<file path="config.mk">
export PLATFORM = sky130hd
export DESIGN_NAME = seq_mult_n
export DESIGN_NICKNAME = d
export VERILOG_FILES = /design/src/rtl/seq_mult_n.sv
export SDC_FILE = /design/constraint.sdc
export NUM_CORES = 1
export LEC_CHECK = 0
export ABC_AREA = 0
export CORE_MARGIN = 4
export CORE_UTILIZATION = 45
export CTS_CLUSTER_DIAMETER = 50
export DETAILED_ROUTE_END_ITERATION = 8
export PLACE_DENSITY_LB_ADDON = 0.3
export SLEW_MARGIN = 20
export SYNTH_ARGS = -nofsm -noshare
export SYNTH_HDL_FRONTEND = slang
export SYNTH_SLANG_ARGS = --single-unit
export TNS_END_PERCENT = 1
</file>
<file path="constraint.sdc">
create_clock -name Clk -period 8.8 [get_ports Clk]
set_input_delay 0.88 -clock Clk [delete_from_list [all_inputs] [get_ports Clk]]
set_output_delay 0.88 -clock Clk [all_outputs]
set_load 0.05 [all_outputs]
</file>
<file path="src/rtl/seq_mult_n.sv">
// Sequential shift-add multiplier, one multiplier bit per cycle, unsigned or two's-complement.
// The last signed step subtracts the multiplicand because the multiplier's MSB carries negative weight.
module seq_mult_n #(
  parameter int WIDTH = 8
) (
  input  logic               Clk,
  input  logic               Reset,
  input  logic               start,
  input  logic               is_signed,
  input  logic [WIDTH-1:0]   a_in,
  input  logic [WIDTH-1:0]   b_in,
  output logic               busy,
  output logic               done,
  output logic [2*WIDTH-1:0] product
);

  localparam int CW = (WIDTH > 1) ? $clog2(WIDTH) : 1;

  typedef enum logic [1:0] {
    IDLE = 2'd0,
    RUN  = 2'd1,
    DONE = 2'd2
  } state_e;

  state_e             state_q, state_d;
  logic [WIDTH-1:0]   m_q, m_d;
  logic [WIDTH-1:0]   q_q, q_d;
  logic [WIDTH-1:0]   a_q, a_d;
  logic               x_q, x_d;
  logic               mode_q, mode_d;
  logic [CW-1:0]      cnt_q, cnt_d;
  logic [2*WIDTH-1:0] product_q, product_d;

  logic [WIDTH:0] extA;
  logic [WIDTH:0] extM;
  logic [WIDTH:0] sumVal;
  logic           lastStep;

  always_ff @(posedge Clk) begin
    if (Reset) begin
      state_q   <= IDLE;
      m_q       <= '0;
      q_q       <= '0;
      a_q       <= '0;
      x_q       <= 1'b0;
      mode_q    <= 1'b0;
      cnt_q     <= '0;
      product_q <= '0;
    end else begin
      state_q   <= state_d;
      m_q       <= m_d;
      q_q       <= q_d;
      a_q       <= a_d;
      x_q       <= x_d;
      mode_q    <= mode_d;
      cnt_q     <= cnt_d;
      product_q <= product_d;
    end
  end

  always_comb begin
    state_d   = state_q;
    m_d       = m_q;
    q_d       = q_q;
    a_d       = a_q;
    x_d       = x_q;
    mode_d    = mode_q;
    cnt_d     = cnt_q;
    product_d = product_q;
    extA      = {mode_q & a_q[WIDTH-1], a_q};
    extM      = {mode_q & m_q[WIDTH-1], m_q};
    sumVal    = {x_q, a_q};
    lastStep  = (cnt_q == CW'(WIDTH - 1));

    unique case (state_q)
      IDLE: begin
        if (start) begin
          m_d     = a_in;
          q_d     = b_in;
          mode_d  = is_signed;
          a_d     = '0;
          x_d     = 1'b0;
          cnt_d   = '0;
          state_d = RUN;
        end
      end
      RUN: begin
        if (q_q[0]) begin
          sumVal = (mode_q && lastStep) ? (extA - extM) : (extA + extM);
        end
        // Unsigned keeps the adder carry as the new A MSB and shifts a zero into X.
        x_d   = mode_q ? sumVal[WIDTH] : 1'b0;
        a_d   = sumVal[WIDTH:1];
        q_d   = {sumVal[0], q_q[WIDTH-1:1]};
        cnt_d = cnt_q + CW'(1);
        if (lastStep) begin
          product_d = {a_d, q_d};
          state_d   = DONE;
        end
      end
      DONE: begin
        state_d = IDLE;
      end
      default: begin
        state_d = IDLE;
      end
    endcase
  end

  assign busy    = (state_q == RUN);
  assign done    = (state_q == DONE);
  assign product = product_q;

endmodule

</file>
Yosys cells after proc, flatten, opt, wreduce, memory -nomap -nowiden
Index checks and enable logic that the tools add are counted.
{"block": "op_classes", "addsub": 3, "n_eq_ne": 5, "n_mux": 14, "bitwise": 2, "reduce_logical": 7}
{"cell": "$pmux 8 s2", "n": 2}
{"cell": "$mux 9", "n": 2}
{"cell": "$mux 8", "n": 2}
{"cell": "$add 9x9->9", "n": 1}
{"cell": "$sub 9x9->9", "n": 1}
{"cell": "$reduce_and 2->1", "n": 4}
{"cell": "$pmux 3 s2", "n": 1}
{"cell": "$mux 2", "n": 2}
{"cell": "$pmux 2 s2", "n": 1}
{"cell": "$add 3x1->3 const B", "n": 1}
{"cell": "$eq 3x3->1 const B", "n": 1}
{"cell": "$mux 3", "n": 1}
{"cell": "$and 1x1->1", "n": 2}
{"cell": "$eq 2x1->1 const B", "n": 1}
{"cell": "$eq 2x2->1 const B", "n": 1}
{"cell": "$logic_not 2->1", "n": 1}
{"cell": "$mux 1", "n": 2}
{"cell": "$ne 2x1->1 const B", "n": 1}
{"cell": "$ne 2x2->1 const B", "n": 1}
{"cell": "$pmux 1 s2", "n": 1}
{"cell": "$reduce_bool 2->1", "n": 1}
{"cell": "$logic_and 1x1->1", "n": 1}
{"block": "totals", "regBits": 47, "in_bits": 20, "output_inout_bits": 18, "word_cells": 39}

Logic depth before layout (Yosys ltp)
{"block": "logic_depth", "ltp_word": 6, "depth_mapped": 13, "ltp_nobuf": 12}

Worst setup path after synthesis
No wires, ideal clock.
{"block": "synth_timing", "path_type": "reg2reg", "from": "register cnt_q[0]", "to": "register a_q[4]", "setup_time_ns": 0.166, "arrival_time_ns": 2.632, "t_required_ns": 8.634, "setup_slack_ns": 6.002, "path_stages_with_launch": 13, "path_buffers": 1, "synth_period_minus_slack_ns": 2.798, "cell_sequence": "dfxtp_1 > ha_1 > ha_1 > buf_2 > nand2_1 > o21ai_0 > inv_1 > ha_1 > nor2b_1 > o31ai_2 > a21oi_1 > a2111oi_0 > a211oi_1"}
{"block": "synth_between", "elab_chain_cells": 5}
{"element": "start: declaration", "line": "31", "rtl": "logic [CW-1:0] cnt_q, cnt_d;"}
{"element": "start signal: assignment", "line": "56", "rtl": "cnt_q <= cnt_d;"}
{"element": "$eq 3x3->1", "line": "73", "rtl": "lastStep = (cnt_q == CW'(WIDTH - 1));"}
{"element": "$logic_and 1x1->1", "line": "89", "rtl": "sumVal = (mode_q && lastStep) ? (extA - extM) : (extA + extM);"}
{"element": "$mux 9", "line": "89"}
{"element": "$mux 9", "line": "88", "rtl": "if (q_q[0]) begin"}
{"element": "$pmux 8 s2", "line": "75", "rtl": "unique case (state_q)"}
{"element": "end signal: assignment", "line": "44", "rtl": "a_q <= '0;"}
{"element": "end signal: assignment", "line": "53", "rtl": "a_q <= a_d;"}
{"element": "end: declaration", "line": "28", "rtl": "logic [WIDTH-1:0] a_q, a_d;"}
Every way passes these cells.
A chain may end at the register's enable or synchronous reset.

Worst setup path after layout
Same ends and word-level chain as after synthesis.

==> key figures <==
Worst setup path
  • Critical Path Most Common Cell: ha_1
  • Critical Path RT: 8.96 ns
  • Worst path slowest cell: a2111oi_0
  • Crit-path max FO: 9
  • WP depth: 11
  • CP max stage delay: 0.58 ns
  • Critical Path Start Type: register
  • Buf/Inv on CP: 1
  • CP cell instances: ha_1 -> ha_1 -> nand2_1 -> o21ai_0 -> inv_1 -> ha_1 -> nor2b_1 -> o31ai_2 -> a21oi_1 -> a2111oi_0 -> a211oi_1
  • RR Startpoint: cnt_q[0]
  • Critical path arrival: between 3 and 4 ns
  • CP Capture Type: register
  • Crit-path leading delay family: compound AO/OA/AOI/OAI gates
  • Critical path origin: cnt_q[0]
  • R2R depth: 11
  • Crit path kind: register to register

Global routing
  • GRT Residual Overflow: 0
  • Initial antenna violation count: 0
  • Vias in the first global route: 2169
  • Largest net degree at the start of global routing: 49
  • Total GRT Usage: 0.169
  • First-pass GRT wire length: 9930 microns

Finish
  • Nets: 383
  • Most frequent cells in the layout: nand2_1 (67), dfxtp_1 (47), nor2_1 (38)
  • Number of fill cells: 546
  • Area Growth Syn to Fin: 19.4%
  • Multi-input gate area: approximately 1500 sq um
  • Layout cell share with drive strength beyond 1: 0.0540
  • Commonest non-fill, non-tap cell in the layout: nand2_1
  • ANT cells: 0
  • Reg area: 941 sq um

Detailed routing
  • Pre-Repair DR Iteration Count: 4
  • 1st-iter DRT viols: around 150
  • WL met2: around 2600 microns
  • DR top layer: met4
  • DR vias/cell: 5.39
  • Met3 wire length: just over 300 microns
  • Routed WL: 5760 microns
  • Met1 wire length: roughly 2800 microns
  • Detailed-route wire length per cell: 13.6 microns
  • Via count: 2287
  • # DRC: 0
  • Final ANT Viol Nets: 0

Placement
  • Worst slack at placement: 5.62 ns
  • PortBufs: 37
  • Final HPWL DP: just over 4000 microns
  • RD Place Congestion: just over 0.9

Worst hold path
  • Hold Path Origin: product[2]
  • HP Class: register to register
  • Hold path cells: 2

Floorplan
  • CORE AREA: ~5500 sq um
  • Die Span Y: 82.9 microns
  • Rows: 27
  • Die ar.: 6880 sq um
  • Die width: between 80 and 90 microns
  • Initial core utilization: 0.462
  • Boundary Pins: 38

Logic synthesis
  • Mux cell area share after synthesis: 0.0198
  • EDFF count, synth: 0
  • Yosys cell types: 52
  • Warnings from Yosys: 0
  • Post-Synth Simple-Gate Area: 0.248
  • Sequential share of the synthesized area: 0.372
  • Post-synth ARST share: 0
  • Post-Synth Adder-Cell Area: 0.0624
  • Main combinational cell family by area after synthesis: simple AND/OR/NAND/NOR gates
  • Flop and latch count out of synthesis: 47
  • Compound-gate portion of the synthesized area: 0.227
  • Syn Nets: 356
  • Synth Cell Area: 2530 sq um
  • Synthesized instance count: 324
  • Main synth FF type: dfxtp_1
  • Post-Synth XOR/XNOR Area: 0.0277
  • Mean Syn Cell Area: between 7 and 8 sq um

Timing
  • Min setup slack post-route: 5.57 ns
  • Tightest Pin Transition: approximately 0.81 ns
  • RSZ-0062 raised after global routing: false
  • Highest clock rate: 309 MHz
  • Max-slew headroom: 0.462
  • Minimum clock period: 3.23 ns
  • Final setup vio count: 0
  • Setup TNS: 0 ns
  • Clk_skew: roughly 0.0078 ns
  • Fin crit share: 0.367
  • Slew Viols, Final: 0
  • Final Hold Viols: 0

Power and ir drop
  • Pwr/cell area: 157 nW/um^2
  • Cell leakage power: 0.00111 uW
  • Peak VDD IR: 119 uV

CTS
  • Skew-Pair Late Insertion Delay: about 0.3 ns
  • Htree depth: 2
  • Clock root buffer: clkbuf_8
  • Clk slew on worst S/H paths: 0.09 ns
  • Number of gates resized after cts: 0
  • Buffer depth of the longest clock path: 2
  • CTS Buf Count: 5
  • # clock sinks: between 40 and 50
  • Post-CTS setup buffer count: 0
  • TritonCTS clock tree: yes
  • Hold_buf cts: 0

Flow run
  • Max-cap violations: 0

Run status
  • Status: finished, final reports clean
-- synthesized netlist by cell type, types with 2 or more instances --
cell | instances | area share
xnor2_1 | 3 | 0.010
xor2_1 | 5 | 0.017
buf_2 | 3 | 0.0059
inv_1 | 7 | 0.010
a21oi_1 | 32 | 0.063
mux2i_1 | 5 | 0.020
a311oi_1 | 13 | 0.045
nor2b_1 | 8 | 0.020
nand2b_1 | 4 | 0.0099
a2111oi_0 | 3 | 0.010
nand3_1 | 3 | 0.0059
o21ai_0 | 7 | 0.014
o21a_1 | 2 | 0.0059
ha_1 | 11 | 0.054
nor2_1 | 38 | 0.056
o221ai_1 | 2 | 0.0069
nor3_1 | 5 | 0.0099
or4_1 | 2 | 0.0059
a31oi_1 | 2 | 0.0050
or2_2 | 2 | 0.0050
o31ai_1 | 2 | 0.0059
a211oi_1 | 4 | 0.012
clkbuf_1 | 11 | 0.016
nand2_1 | 67 | 0.10
buf_1 | 5 | 0.0074
and2_1 | 2 | 0.0050
dfxtp_1 | 47 | 0.37
a22oi_1 | 5 | 0.015
-- state kept, by name (all words and copies together), names as in the netlist --
name     count
cnt_q        3
m_q          8
a_q          8
state_q      2
product     16
q_q          8
mode_q       1
x_q          1
-- through the flow --
step	hold slack [ns]	total power [uW]	area, sq um	utilization	instances
2_1_floorplan	0.446	318	2530	-	324
3_3_place_gp	0.441	345	2930	0.535	416
3_5_place_dp	0.446	347	2930	0.535	416
4_1_cts	0.460	477	3020	0.551	424
5_1_grt	0.485	500	3020	0.551	424
6_report	0.457	473	3020	0.551	424
-- power breakdown --
group	switching, uW	internal [uW]	leakage (uW)
Clock	74.3	55.4	0.0000402
Combinational	63.5	47.6	0.000684
Sequential	11.2	221	0.000383
Total	149	324	0.00111
-- kinds of logic (layout without fill, tap and decap cells) --
logic type / after synthesis / after routing
AND/OR/NAND/NOR: 140 / 140
AO/OA/AOI/OAI: 84 / 84
flip-flops: 47 / 47
buffers and inverters: 28 / 56
adder cells (fa/ha/maj): 12 / 12
XOR/XNOR: 8 / 8
multiplexers: 5 / 5
-- final timing paths --
check,to,slack [ns]
max,a_q[4],5.57
min,product[2],0.46
max reg2reg,a_q[4],5.57
min reg2reg,product[2],0.46
-- cell type report --
| cell class | instances | share of cell area |
|---|---|---|
| timing repair buffer | 39 | 0.128 |
| clock inverter | 3 | 0.00664 |
| sequential | 47 | 0.312 |
| clock buffer | 5 | 0.0228 |
| tap | 72 | 0.0299 |
| multi-input combinational | 249 | 0.490 |
| inverter | 9 | 0.0112 |
-- routing by layer --
metal  global-route usage  vias up
li1                     -     1200
met5                    0        -
met2                0.272       49
met1                0.233     1034
met3               0.0288        4
met4               0.0431        0
-- worst min-delay path, cell delays in order (launching register included) --
cell and delay (ns):
dfxtp_1 0.32, nand2_1 0.05, a21oi_1 0.05
Note: power is estimated with default switching activity, not from simulation.
